$ cat src/rtl/vram_arbiter_if.sv
// Host port bundle for vram_arbiter.
// Handshake: the host raises host_req_i with host_we_i/host_addr_i/host_wdata_i
// stable and holds all four until host_ack_o pulses high for exactly one cycle.
// host_rdata_o is valid in the ack cycle for reads and keeps its previous value
// for writes. A request still high in the ack cycle is the one just completed;
// a new request is taken no earlier than the cycle after the ack.
interface vram_arbiter_if #(
  parameter int ADDR_W = 16,
  parameter int DATA_W = 16
);
  logic              host_req_i;
  logic              host_we_i;
  logic [ADDR_W-1:0] host_addr_i;
  logic [DATA_W-1:0] host_wdata_i;
  logic              host_ack_o;
  logic [DATA_W-1:0] host_rdata_o;

  modport master (output host_req_i, host_we_i, host_addr_i, host_wdata_i,
                  input  host_ack_o, host_rdata_o);
  modport slave  (input  host_req_i, host_we_i, host_addr_i, host_wdata_i,
                  output host_ack_o, host_rdata_o);
endinterface

$ cat src/rtl/vram_arbiter.sv
// vram_arbiter: shares a single-port VRAM between the line fetch engine and one
// host port. Display owns one slot every FETCH_PERIOD cycles while fetching a
// line; the host gets every other cycle. Pipeline: decision at N, VRAM request
// registered at N+1, read data at N+2, line-buffer write / host ack at N+3.
// Optional feature macro: VRAM_ARB_LINE_DOUBLE_EN (each source line fetched twice).
module vram_arbiter #(
  parameter int ADDR_W         = 16,
  parameter int DATA_W         = 16,
  parameter int WORDS_PER_LINE = 160,
  parameter int LINE_STRIDE    = 160,
  parameter int FETCH_PERIOD   = 4
) (
  input  logic              clk,
  input  logic              reset_i,
  input  logic              fetch_line_i,
  input  logic              fetch_en_i,
  input  logic              end_of_frame_i,
  input  logic [ADDR_W-1:0] disp_base_i,
  output logic              disp_wr_o,
  output logic [9:0]        disp_index_o,
  output logic [DATA_W-1:0] disp_data_o,
  output logic              overrun_o,
  vram_arbiter_if.slave     host,
  output logic              vram_sel_o,
  output logic              vram_we_o,
  output logic [ADDR_W-1:0] vram_addr_o,
  output logic [DATA_W-1:0] vram_wdata_o,
  input  logic [DATA_W-1:0] vram_rdata_i,
  output logic              dbg_fetch_state_o,
  output logic [1:0]        dbg_host_state_o
);

  localparam logic [0:0] F_IDLE  = 1'b0;
  localparam logic [0:0] F_FETCH = 1'b1;

  localparam logic [1:0] H_IDLE  = 2'd0;
  localparam logic [1:0] H_ISSUE = 2'd1;
  localparam logic [1:0] H_WAIT  = 2'd2;

  // Fetch engine state
  logic [0:0]        r_fstate;
  logic [9:0]        r_word_cnt;
  logic [2:0]        r_ph;
  logic [ADDR_W-1:0] r_line_addr;
  logic              r_overrun;

  // Host engine state
  logic [1:0]        r_hstate;
  logic              r_h_we;
  logic              r_host_ack;
  logic [DATA_W-1:0] r_host_rdata;

  // VRAM request registers
  logic              r_vram_sel;
  logic              r_vram_we;
  logic [ADDR_W-1:0] r_vram_addr;
  logic [DATA_W-1:0] r_vram_wdata;

  // Display return pipeline (tracks which cycles carry display read data)
  logic              r_dp1_vld, r_dp2_vld;
  logic [9:0]        r_dp1_idx, r_dp2_idx;
  logic              r_disp_wr;
  logic [9:0]        r_disp_idx;
  logic [DATA_W-1:0] r_disp_data;

  logic w_start, w_slot, w_last, w_line_done, w_adv, w_host_acc;

  // A strobe while fetching restarts the line; the slot that would coincide
  // with the restart is dropped so word 0 of the new line comes next cycle.
  assign w_start     = fetch_line_i & fetch_en_i;
  assign w_slot      = (r_fstate == F_FETCH) && (r_ph == 3'd0) && !w_start;
  assign w_last      = w_slot && (r_word_cnt == 10'(WORDS_PER_LINE - 1));
  assign w_line_done = w_last || (w_start && (r_fstate == F_FETCH));
  // Host is only accepted off display slots and never in its own ack cycle.
  assign w_host_acc  = (r_hstate == H_IDLE) && host.host_req_i && !w_slot && !r_host_ack;

`ifdef VRAM_ARB_LINE_DOUBLE_EN
  logic r_parity;
  assign w_adv = w_line_done && r_parity;

  // Line parity: toggles per finished (or restarted) line, cleared at frame start
  always_ff @(posedge clk) begin
    if (reset_i || end_of_frame_i) r_parity <= 1'b0;
    else if (w_line_done)          r_parity <= ~r_parity;
  end
`else
  assign w_adv = w_line_done;
`endif

  // Fetch FSM: slot phase, word counter and sticky overrun flag
  always_ff @(posedge clk) begin
    if (reset_i) begin
      r_fstate   <= F_IDLE;
      r_word_cnt <= '0;
      r_ph       <= '0;
      r_overrun  <= 1'b0;
    end else begin
      if (w_start) begin
        r_fstate   <= F_FETCH;
        r_word_cnt <= '0;
        r_ph       <= '0;
        if (r_fstate == F_FETCH) r_overrun <= 1'b1;
      end else if (r_fstate == F_FETCH) begin
        r_ph <= (r_ph == 3'(FETCH_PERIOD - 1)) ? 3'd0 : r_ph + 3'd1;
        if (w_slot) begin
          r_word_cnt <= r_word_cnt + 10'd1;
          if (w_last) r_fstate <= F_IDLE;
        end
      end
    end
  end

  // Line address: frame reload wins over any pending stride advance
  always_ff @(posedge clk) begin
    if (reset_i)             r_line_addr <= '0;
    else if (end_of_frame_i) r_line_addr <= disp_base_i;
    else if (w_adv)          r_line_addr <= r_line_addr + ADDR_W'(LINE_STRIDE);
  end

  // VRAM request: exactly one owner per cycle, display first
  always_ff @(posedge clk) begin
    if (reset_i) begin
      r_vram_sel   <= 1'b0;
      r_vram_we    <= 1'b0;
      r_vram_addr  <= '0;
      r_vram_wdata <= '0;
    end else begin
      r_vram_sel <= 1'b0;
      r_vram_we  <= 1'b0;
      if (w_slot) begin
        r_vram_sel  <= 1'b1;
        r_vram_addr <= r_line_addr + ADDR_W'(r_word_cnt);
      end else if (w_host_acc) begin
        r_vram_sel   <= 1'b1;
        r_vram_we    <= host.host_we_i;
        r_vram_addr  <= host.host_addr_i;
        r_vram_wdata <= host.host_wdata_i;
      end
    end
  end

  // Display return path: carry word index alongside the read, write line buffer
  always_ff @(posedge clk) begin
    if (reset_i) begin
      r_dp1_vld   <= 1'b0;
      r_dp1_idx   <= '0;
      r_dp2_vld   <= 1'b0;
      r_dp2_idx   <= '0;
      r_disp_wr   <= 1'b0;
      r_disp_idx  <= '0;
      r_disp_data <= '0;
    end else begin
      r_dp1_vld <= w_slot;
      r_dp1_idx <= r_word_cnt;
      r_dp2_vld <= r_dp1_vld;
      r_dp2_idx <= r_dp1_idx;
      r_disp_wr <= r_dp2_vld;
      if (r_dp2_vld) begin
        r_disp_idx  <= r_dp2_idx;
        r_disp_data <= vram_rdata_i;
      end
    end
  end

  // Host FSM: accept, issue, then capture data and pulse ack
  always_ff @(posedge clk) begin
    if (reset_i) begin
      r_hstate     <= H_IDLE;
      r_h_we       <= 1'b0;
      r_host_ack   <= 1'b0;
      r_host_rdata <= '0;
    end else begin
      r_host_ack <= 1'b0;
      case (r_hstate)
        H_IDLE: begin
          if (w_host_acc) begin
            r_h_we   <= host.host_we_i;
            r_hstate <= H_ISSUE;
          end
        end
        H_ISSUE: r_hstate <= H_WAIT;
        H_WAIT: begin
          r_host_ack <= 1'b1;
          if (!r_h_we) r_host_rdata <= vram_rdata_i;
          r_hstate <= H_IDLE;
        end
        default: r_hstate <= H_IDLE;
      endcase
    end
  end

  assign disp_wr_o         = r_disp_wr;
  assign disp_index_o      = r_disp_idx;
  assign disp_data_o       = r_disp_data;
  assign overrun_o         = r_overrun;
  assign host.host_ack_o   = r_host_ack;
  assign host.host_rdata_o = r_host_rdata;
  assign vram_sel_o        = r_vram_sel;
  assign vram_we_o         = r_vram_we;
  assign vram_addr_o       = r_vram_addr;
  assign vram_wdata_o      = r_vram_wdata;
  assign dbg_fetch_state_o = r_fstate;
  assign dbg_host_state_o  = r_hstate;

endmodule

$ cat src/flat_wrapper.sv
// flat-port wrapper written by rule: the top's interface ports become plain ports
module vram_arbiter_flat 
#(
  parameter int ADDR_W         = 16,
  parameter int DATA_W         = 16,
  parameter int WORDS_PER_LINE = 160,
  parameter int LINE_STRIDE    = 160,
  parameter int FETCH_PERIOD   = 4
)
  (clk, reset_i, fetch_line_i, fetch_en_i, end_of_frame_i, disp_base_i, disp_wr_o, disp_index_o, disp_data_o, overrun_o, vram_sel_o, vram_we_o, vram_addr_o, vram_wdata_o, vram_rdata_i, dbg_fetch_state_o, dbg_host_state_o, host_host_req_i, host_host_we_i, host_host_addr_i, host_host_wdata_i, host_host_ack_o, host_host_rdata_o);
  vram_arbiter_if #(.ADDR_W(ADDR_W), .DATA_W(DATA_W)) host_i ();
  input  logic clk;
  input  logic reset_i;
  input  logic fetch_line_i;
  input  logic fetch_en_i;
  input  logic end_of_frame_i;
  input  logic [ADDR_W-1:0] disp_base_i;
  output logic disp_wr_o;
  output logic [9:0] disp_index_o;
  output logic [DATA_W-1:0] disp_data_o;
  output logic overrun_o;
  output logic vram_sel_o;
  output logic vram_we_o;
  output logic [ADDR_W-1:0] vram_addr_o;
  output logic [DATA_W-1:0] vram_wdata_o;
  input  logic [DATA_W-1:0] vram_rdata_i;
  output logic dbg_fetch_state_o;
  output logic [1:0] dbg_host_state_o;
  input wire logic [$bits(host_i.host_req_i)-1:0] host_host_req_i;
  input wire logic [$bits(host_i.host_we_i)-1:0] host_host_we_i;
  input wire logic [$bits(host_i.host_addr_i)-1:0] host_host_addr_i;
  input wire logic [$bits(host_i.host_wdata_i)-1:0] host_host_wdata_i;
  output wire logic [$bits(host_i.host_ack_o)-1:0] host_host_ack_o;
  output wire logic [$bits(host_i.host_rdata_o)-1:0] host_host_rdata_o;
  assign host_i.host_req_i = host_host_req_i;
  assign host_i.host_we_i = host_host_we_i;
  assign host_i.host_addr_i = host_host_addr_i;
  assign host_i.host_wdata_i = host_host_wdata_i;
  assign host_host_ack_o = host_i.host_ack_o;
  assign host_host_rdata_o = host_i.host_rdata_o;
  vram_arbiter #(.ADDR_W(ADDR_W), .DATA_W(DATA_W), .WORDS_PER_LINE(WORDS_PER_LINE), .LINE_STRIDE(LINE_STRIDE), .FETCH_PERIOD(FETCH_PERIOD)) u_core (.clk(clk), .reset_i(reset_i), .fetch_line_i(fetch_line_i), .fetch_en_i(fetch_en_i), .end_of_frame_i(end_of_frame_i), .disp_base_i(disp_base_i), .disp_wr_o(disp_wr_o), .disp_index_o(disp_index_o), .disp_data_o(disp_data_o), .overrun_o(overrun_o), .host(host_i), .vram_sel_o(vram_sel_o), .vram_we_o(vram_we_o), .vram_addr_o(vram_addr_o), .vram_wdata_o(vram_wdata_o), .vram_rdata_i(vram_rdata_i), .dbg_fetch_state_o(dbg_fetch_state_o), .dbg_host_state_o(dbg_host_state_o));
endmodule
$ cat config.mk
export PLATFORM = sky130hd
export DESIGN_NAME = vram_arbiter_flat
export DESIGN_NICKNAME = d
export VERILOG_FILES = /design/src/rtl/vram_arbiter_if.sv /design/src/rtl/vram_arbiter.sv /design/src/flat_wrapper.sv
export SDC_FILE = /design/constraint.sdc
export NUM_CORES = 1
export LEC_CHECK = 0
export ABC_AREA = 1
export CORE_ASPECT_RATIO = 0.9
export CORE_UTILIZATION = 49
export DETAILED_ROUTE_END_ITERATION = 10
export GPL_ROUTABILITY_DRIVEN = 0
export PLACE_DENSITY = 0.81
export SYNTH_ARGS = -nofsm -noshare
export SYNTH_HDL_FRONTEND = slang
export SYNTH_SLANG_ARGS = --single-unit
$ cat constraint.sdc
create_clock -name clk -period 2 [get_ports clk]
set_clock_uncertainty 0.2 [all_clocks]
set_input_delay 0.4 -clock clk [delete_from_list [all_inputs] [get_ports clk]]
set_output_delay 0.4 -clock clk [all_outputs]
set_load 0.02 [all_outputs]
# Yosys cells after proc, flatten, opt, wreduce, memory -nomap -nowiden
# Index checks and enable logic that the tools add are counted.
op_classes:
  mux: 14
  bitwise: 4
  n_addsub: 4
  eq_ne: 5
  reduce_logical: 22
ops:
  columns: ["operator", "n"]
  rows:
  - ["$mux 16", 4]
  - ["$add 16x10->16", 1]
  - ["$add 16x8->16 const B", 1]
  - ["$add 10x1->10 const B", 1]
  - ["$eq 10x8->1 const B", 1]
  - ["$reduce_and 2->1", 5]
  - ["$logic_and 1x1->1", 7]
  - ["$mux 1", 7]
  - ["$pmux 2 s2", 1]
  - ["$reduce_bool 2->1", 2]
  - ["$add 3x1->3 const B", 1]
  - ["$eq 3x2->1 const B", 1]
  - ["$logic_not 1->1", 3]
  - ["$logic_not 3->1", 1]
  - ["$mux 3", 1]
  - ["$not 1->1", 3]
  - ["$reduce_or 3->1", 1]
  - ["$eq 2x1->1 const B", 1]
  - ["$eq 2x2->1 const B", 1]
  - ["$logic_not 2->1", 1]
  - ["$mux 2", 1]
  - ["$ne 2x1->1 const B", 1]
  - ["$reduce_or 2->1", 1]
  - ["$and 1x1->1", 1]
  - ["$logic_or 1x1->1", 1]
word_totals:
  out_inout_bits: 82
  inputBits: 71
  register_bits: 134
  word_cells: 69

# Logic depth before layout (Yosys ltp)
# Gate-level depths: netlist of run 1.
logic_depth:
  depth_word: 8
  ltp_mapped: 11
  mapped_depth_nobuf: 11

# Least setup slack after synthesis of run 1
# OpenSTA, ideal clock, no wires.
synth_timing:
  path_type: "register to register"
  start: "register u_core.r_word_cnt[0]"
  end: "register u_core.r_vram_addr[8], in the netlist u_core.vram_addr_o[8]"
  t_arrival_ps: 1540
  setup_time_ps: 117
  period_less_slack_ps: 1856
  setup_slack_ps: 144
  n_path_buf: 0
  required_ps: 1683
  stages_incl_launch_ff: 12
  path_cell_list: "dfxtp_1 ha_1 fa_1 nand2_1 nand2_1 nand3_1 nand2_1 nand2_1 nand2_1 xor2_1 nand2_1 nand2_1"
synth_via:
  elab_chain_len: 2
synth_lines:
  columns: ["element", "line", "source"]
  rows:
  - ["start, declared", "vram_arbiter.sv:42", "logic [9:0] r_word_cnt;"]
  - ["start signal, assigned", "vram_arbiter.sv:106", "r_word_cnt <= r_word_cnt + 10'd1;"]
  - ["$add 16x10->16", "vram_arbiter.sv:132", "r_vram_addr <= r_line_addr + ADDR_W'(r_word_cnt);"]
  - ["$mux 16", "vram_arbiter.sv:130", "if (w_slot) begin"]
  - ["end signal, assigned", "vram_arbiter.sv:132", null]
  - ["end signal, assigned", "vram_arbiter.sv:136", "r_vram_addr <= host.host_addr_i;"]
  - ["end, declared", "vram_arbiter.sv:56", "logic [ADDR_W-1:0] r_vram_addr;"]
# No other way between the ends.
# A chain may end at the register's enable or synchronous reset.

# Worst setup path after layout of run 1
layout_timing:
  start: "register u_core.r_disp_idx[7], in the netlist u_core.disp_index_o[7]"
  end: "output port disp_index_o[7]"
layout_rtl:
  columns: ["element", "line", "source"]
  rows:
  - ["start, declared", "vram_arbiter.sv:63", "logic [9:0] r_disp_idx;"]
  - ["start signal, assigned", "vram_arbiter.sv:159", "r_disp_idx <= r_dp2_idx;"]
  - ["end, declared", "flat_wrapper.sv:19", "output logic [9:0] disp_index_o;"]
# No word-level cell between the ends.

==> results of run 1 <==
## synthesized netlist by cell type, drive strengths merged, types with 2 or more instances
cell    count
ha         14
nor3        9
or2         4
nand3      65
dfxtp     134
a21oi      40
buf        16
clkbuf     17
o21ai      65
nor2      137
nand4      13
inv        94
xor2        6
a21boi      3
nand2     172
a211oi      2
a22oi       2
## worst paths after layout
check                         start                     to  slack [ns]  depth (start not counted)
max          u_core.disp_index_o[7]        disp_index_o[7]        0.02                          1
min             u_core.r_dp1_idx[9]    u_core.r_dp2_idx[9]        0.20                          2
max reg2reg   u_core.r_line_addr[2]  u_core.vram_addr_o[9]        0.04                          9
min reg2reg     u_core.r_dp1_idx[9]    u_core.r_dp2_idx[9]        0.20                          2
## routing by layer
metal | GRT usage, % | share of wire, % | up-vias
met5 | 0 | 0 | -
met1 | 30.96 | 43 | 2581
li1 | - | - | 2927
met4 | 7.509 | 1.5 | 0
met2 | 45.48 | 48 | 197
met3 | 6.845 | 7.0 | 29
## area by class of cell
class                      count  area, um2
tap                          156      195.2
timing repair buffer         206       2053
sequential                   134       2685
clock inverter                12      165.2
inverter                      95      356.6
multi-input combinational    538       2621
fill                         853       2958
clock buffer                  20      446.7
## cells by family (layout without fill, tap and decap cells)
logic type      Yosys count  in the layout  share of synthesized area, %
flops                   134            134                         46.39
xor+xnor                  7              7                         1.060
fa+ha+maj                15             15                         3.375
compound gates          115            115                         10.49
mux                       1              1                        0.1731
simple gates            400            400                         29.62
buf+inv                 128            333                         8.892
## cell usage in the layout, fill, tap and decap left out, drive strengths merged, types with 23 or more instances in the layout
cell	count
a21oi	40
buf	54
clkdlybuf4s50	124
dfxtp	134
dlymetal6s2s	23
inv	99
nand2	172
nand3	65
nor2	137
o21ai	65
## state kept, by name (all words and copies together), names as in the netlist, 2 cells and up
register                  cells
u_core.host.host_rdata_o     16
u_core.r_dp1_idx             10
u_core.dbg_host_state_o       2
u_core.disp_index_o          10
u_core.r_ph                   3
u_core.r_line_addr           16
u_core.vram_wdata_o          16
u_core.disp_data_o           16
u_core.r_dp2_idx             10
u_core.vram_addr_o           16
u_core.r_word_cnt            10
## metrics by stage
step | utilization (%) | hold WS, ns | TNS, ns | area (um2) | worst slack, ns
global placement | 68.00 | 0.1905 | -4.071 | 7807 | -0.1547
floorplan | - | 0.1883 | 0 | 5783 | 0.1438
CTS | 73.28 | 0.1938 | 0 | 8413 | 0.0006081
detailed placement | 68.00 | 0.1916 | -3.853 | 7807 | -0.1806
finish | 74.24 | 0.1952 | 0 | 8523 | 0.02466
global route | 74.24 | 0.2035 | 0 | 8523 | 0.0006255
## timing repair
action / 4_1_cts / 5_1_grt
setup buffers: 0 / 2
endpoints found under the setup margin: 5 / 36
resized for setup: 5 / 37
pin swaps: 0 / 2
## power groups by stage
stage / combinational [mW] / clock, mW / sequential [mW]
2_1_floorplan: 0.378 / 0 / 3.03
3_3_place_gp: 0.976 / 0 / 2.93
3_5_place_dp: 0.990 / 0 / 2.93
4_1_cts: 0.999 / 3.26 / 2.88
5_1_grt: 1.09 / 3.38 / 2.89
6_report: 1.00 / 3.24 / 2.88
==> results.toml, run 1 <==
[logic_synthesis]
yosysUniqueCellTypes = 38
yosysTopAreaCell = "dfxtp_1"
synth.avg_cell_area_um2 = 7.229
synthTopCellsByArea = "dfxtp_1, nand2_1, nor2_1, inv_1, nand3_1"
syn-num-nets = 886
yosys_warnings = 0
netlist_area_um2 = 5783
ys_ff_latch = 134
synth_ff_type = "dfxtp_1"
ys_seq_area_share_pct = 46.39
syn_inst = 800
synth_edf_count = 0
postSynth.asyncResetShare_pct = 0
synth.top_cell.area_share_pct = 46.39

[detailed_routing]
dr.first_iter.drc_count = 384
viasPerCell = 4.939
ant_nets = 0
drt_first_pass_iters = 5
wl_per_cell_um = 13.40
drc = 0
vias = 5734
wl_mm = 15.56

[grt]
grt_pass1_vias = 5480
grt_pass1_wl_mm = 25.01
grt_remaining_overflow = 0
antenna_found_initial = 0
grt_usage_pct = 26.08
grt_max_degree = 33

[sta]
hold_viol = 0
fin_crit_ns = 1.975
period_share_pct = 98.77
rsz0062_at_grt = "false"
maxSlewViolCount = 0
slew_headroom_pct = 77.38
worst_slew_pin_slew_ns = 0.3389
fmax_ghz = 0.5062
setup_violations = 0

[layout]
instances_no_fill = 1161
drive_above_1_share_pct = 11.14
diodes = 0
areaGrowthSynthToFinish_pct = 47.38
nets = 1078

[floorplan]
initial_core_util_pct = 50.37
ioPinCount = 153
die_h_um = 105.1
coreArea_um2 = 11480
dieArea_um2 = 12240
rows = 37
die_w_um = 116.5

[setup_path]
cp.required_ns = 1.40
critPathArrivalTime_ns = 1.38
path_buf_inv = 1
critPathTopFamily = "buffers and inverters"
critPathKind = "reg -> out"
crit_fanout = 2
crit_path_start_kind = "register"
path_cells = "clkdlybuf4s50_1"
crit_path_top_delay_cell = "clkdlybuf4s50_1"
critPathMaxStageDelay_ns = 0.62
worstSetupEndpointType = "output port"

[clock_tree]
path_clk_slew_ns = 0.06
cts_buffers = 17
clock_path_buffers = 2
clock-sinks = 134
clock_latency_ns = 0.41
cts_hold_buffers = 0
cts_tree = "yes"
cts-root-buf = "clkbuf_16"
htreeDepth = 4

[place]
dp_cells = 1127
portBuffers = 152
dp_hpwl_mm = 11.02

[pwr]
leakage_nw = 4.210
seqPwrFrac_pct = 40.4
power_frac_comb_pct = 14.1
total_power_mw = 7.121
p_int_mw = 5.305
swShare_pct = 25.50
ir_drop_mv = 0.5259
clockPowerShare_pct = 45.5
switchingPower_mw = 1.816
p_per_area_nw_per_um2 = 835.5

[worst_hold_path]
hold_path.class = "reg -> reg"

[status]
outcome = "complete, no violations"

[job]
maxCapViolations = 0
Note: power is estimated with default switching activity, not from simulation.
==> run 2, diff against run 1 <==
Settings changed: CORE_MARGIN from default to 4, MAX_ROUTING_LAYER from default to met4.
==> results.toml, run 2 (synthesis results as in run 1) <==
[status]
outcome = "complete, no violations"

[detailed_routing]
vias = 5741
wl_per_cell_um = 14.45
dr.first_iter.drc_count = 441
ant_nets = 0
wl_mm = 16.73
drc = 0
drt_first_pass_iters = 5
viasPerCell = 4.958

[layout]
drive_above_1_share_pct = 12.18
nets = 1075
final_cell_mix = "nand2_1, nor2_1, dfxtp_1, clkdlybuf4s50_1, inv_1"
nFillCells = 847
stdcell_area_um2 = 8616
diodes = 0
regArea_um2 = 2688
multi_input_area_um2 = 2686
final_common_cell = "nand2_1"
areaGrowthSynthToFinish_pct = 48.98

[setup_path]
critPathMaxStageDelay_ns = 0.62
worstReg2RegEnd = "u_core.vram_addr_o[12]"
crit_fanout = 2
worstSetupEndpointType = "output port"
path_cells = "clkdlybuf4s50_1"
r2r_setup_slack_ns = 0.08
critPathTopFamily = "buffers and inverters"
critPathKind = "reg -> out"
crit_path_top_delay_cell = "clkdlybuf4s50_1"
path_buf_inv = 1
crit_path_start_kind = "register"
r2r_start = "u_core.r_line_addr[0]"
cp.required_ns = 1.40
r2r_cells = 9
critPathArrivalTime_ns = 1.36

[floorplan]
initial_core_util_pct = 50.37
die_w_um = 122.5
ioPinCount = 153
dieArea_um2 = 13610
die_h_um = 111.1
coreArea_um2 = 11480
rows = 37

[place]
place_ws_ns = -0.1940
portBuffers = 152
dp_hpwl_mm = 11.52
place_area_um2 = 7767

[worst_hold_path]
whs_endpoint = "u_core.r_dp2_idx[8]"
min_path_cells = 2
hold_path.class = "reg -> reg"
min_from = "u_core.r_dp1_idx[8]"

[clock_tree]
cts_buffers = 17
clock_path_buffers = 2
path_clk_slew_ns = 0.06
clock-sinks = 134
htreeDepth = 4
cts_hold_buffers = 0
cts-root-buf = "clkbuf_16"
clock_latency_ns = 0.42
cts_tree = "yes"

[sta]
fin_ws_ns = 0.03506
worst_slew_pin_slew_ns = 0.5360
period_share_pct = 98.25
slew_headroom_pct = 64.23
fmax_ghz = 0.5089
maxSlewViolCount = 0
fin_tns_setup_ns = 0
setup_violations = 0
holdWs_ns = 0.1974
hold_viol = 0
fin_crit_ns = 1.965

[pwr]
switchingPower_mw = 1.833
swShare_pct = 25.68
clockPowerShare_pct = 45.4
p_per_area_nw_per_um2 = 828.7
ir_drop_mv = 0.6162
leakage_nw = 4.590
power_frac_comb_pct = 14.2
total_power_mw = 7.140
p_int_mw = 5.307
seqPwrFrac_pct = 40.4

[grt]
grt_remaining_overflow = 0
grt_pass1_wl_mm = 26.21
grt_max_degree = 44
antenna_found_initial = 0
grt_pass1_vias = 5492
grt_usage_pct = 24.80

[job]
maxCapViolations = 0
-- run 2: cell count changes in the layout (fill, tap and decap cells not counted), sizes merged --
cell	before	now
dlymetal6s2s	23	46
clkinvlp	2	3
inv	99	98
clkdlybuf4s50	124	98
dlygate4sd2	5	8
buf	54	51
-- run 2: how the worst max path moves through the flow --
stage,start,endpoint,slack (ns),cells after the start
2_1_floorplan,u_core.r_word_cnt[0],u_core.vram_addr_o[8],0.14,11
3_5_place_dp,fetch_line_i,u_core.vram_addr_o[12],-0.19,9
6_report,u_core.disp_data_o[0],disp_data_o[0],0.04,1
5_1_grt,u_core.r_ph[0],u_core.r_word_cnt[8],-0.05,12
4_1_cts,u_core.host.host_rdata_o[1],host_host_rdata_o[1],0.005,1
3_3_place_gp,fetch_line_i,u_core.r_line_addr[15],-0.17,10
-- run 2: routing by layer --
metal / wire length (um) / GRT usage, % / share of wire [%]
met1: 6890 / 28.68 / 41
met2: 8014 / 40.04 / 48
met3: 1292 / 7.041 / 7.7
met4: 536 / 10.67 / 3.2
met5: 0 / - / 0
-- run 2: power by group through the flow --
| stage | Clock [mW] | Combinational, mW | Sequential (mW) |
|---|---|---|---|
| final | 3.24 | 1.01 | 2.88 |
| after CTS | 3.29 | 0.995 | 2.88 |
| after detailed placement | 0 | 0.989 | 2.93 |
| after floorplan | 0 | 0.378 | 3.03 |
| after global routing | 3.43 | 1.10 | 2.90 |
| after global placement | 0 | 0.975 | 2.93 |
-- run 2: cell type report --
type / instances / area share (%)
sequential: 134 / 31.19
multi-input combinational: 538 / 31.18
timing repair buffer: 203 / 24.09
clock buffer: 20 / 5.184
inverter: 95 / 4.139
tap: 156 / 2.265
clock inverter: 12 / 1.946
-- run 2: worst min-delay path: cells and delay by family (launching register included) --
kind                   cells  cell delay, ns
DFF                        1            0.29
buffers and inverters      1            0.04
and+or+nand+nor            1            0.03
-- run 2: repair_timing --
item | CTS | global route
setup endpoints to repair | 12 | 72
gates resized for setup | 11 | 71
buffers inserted | 0 | 1
pin swaps | 0 | 3
hold endpoints to repair | 0 | 0
-- run 2: stage by stage --
step           util, %  std cells
2_1_floorplan        -        800
3_3_place_gp     67.65       1125
3_5_place_dp     67.65       1125
4_1_cts          73.01       1157
5_1_grt          75.04       1158
6_report         75.04       1158
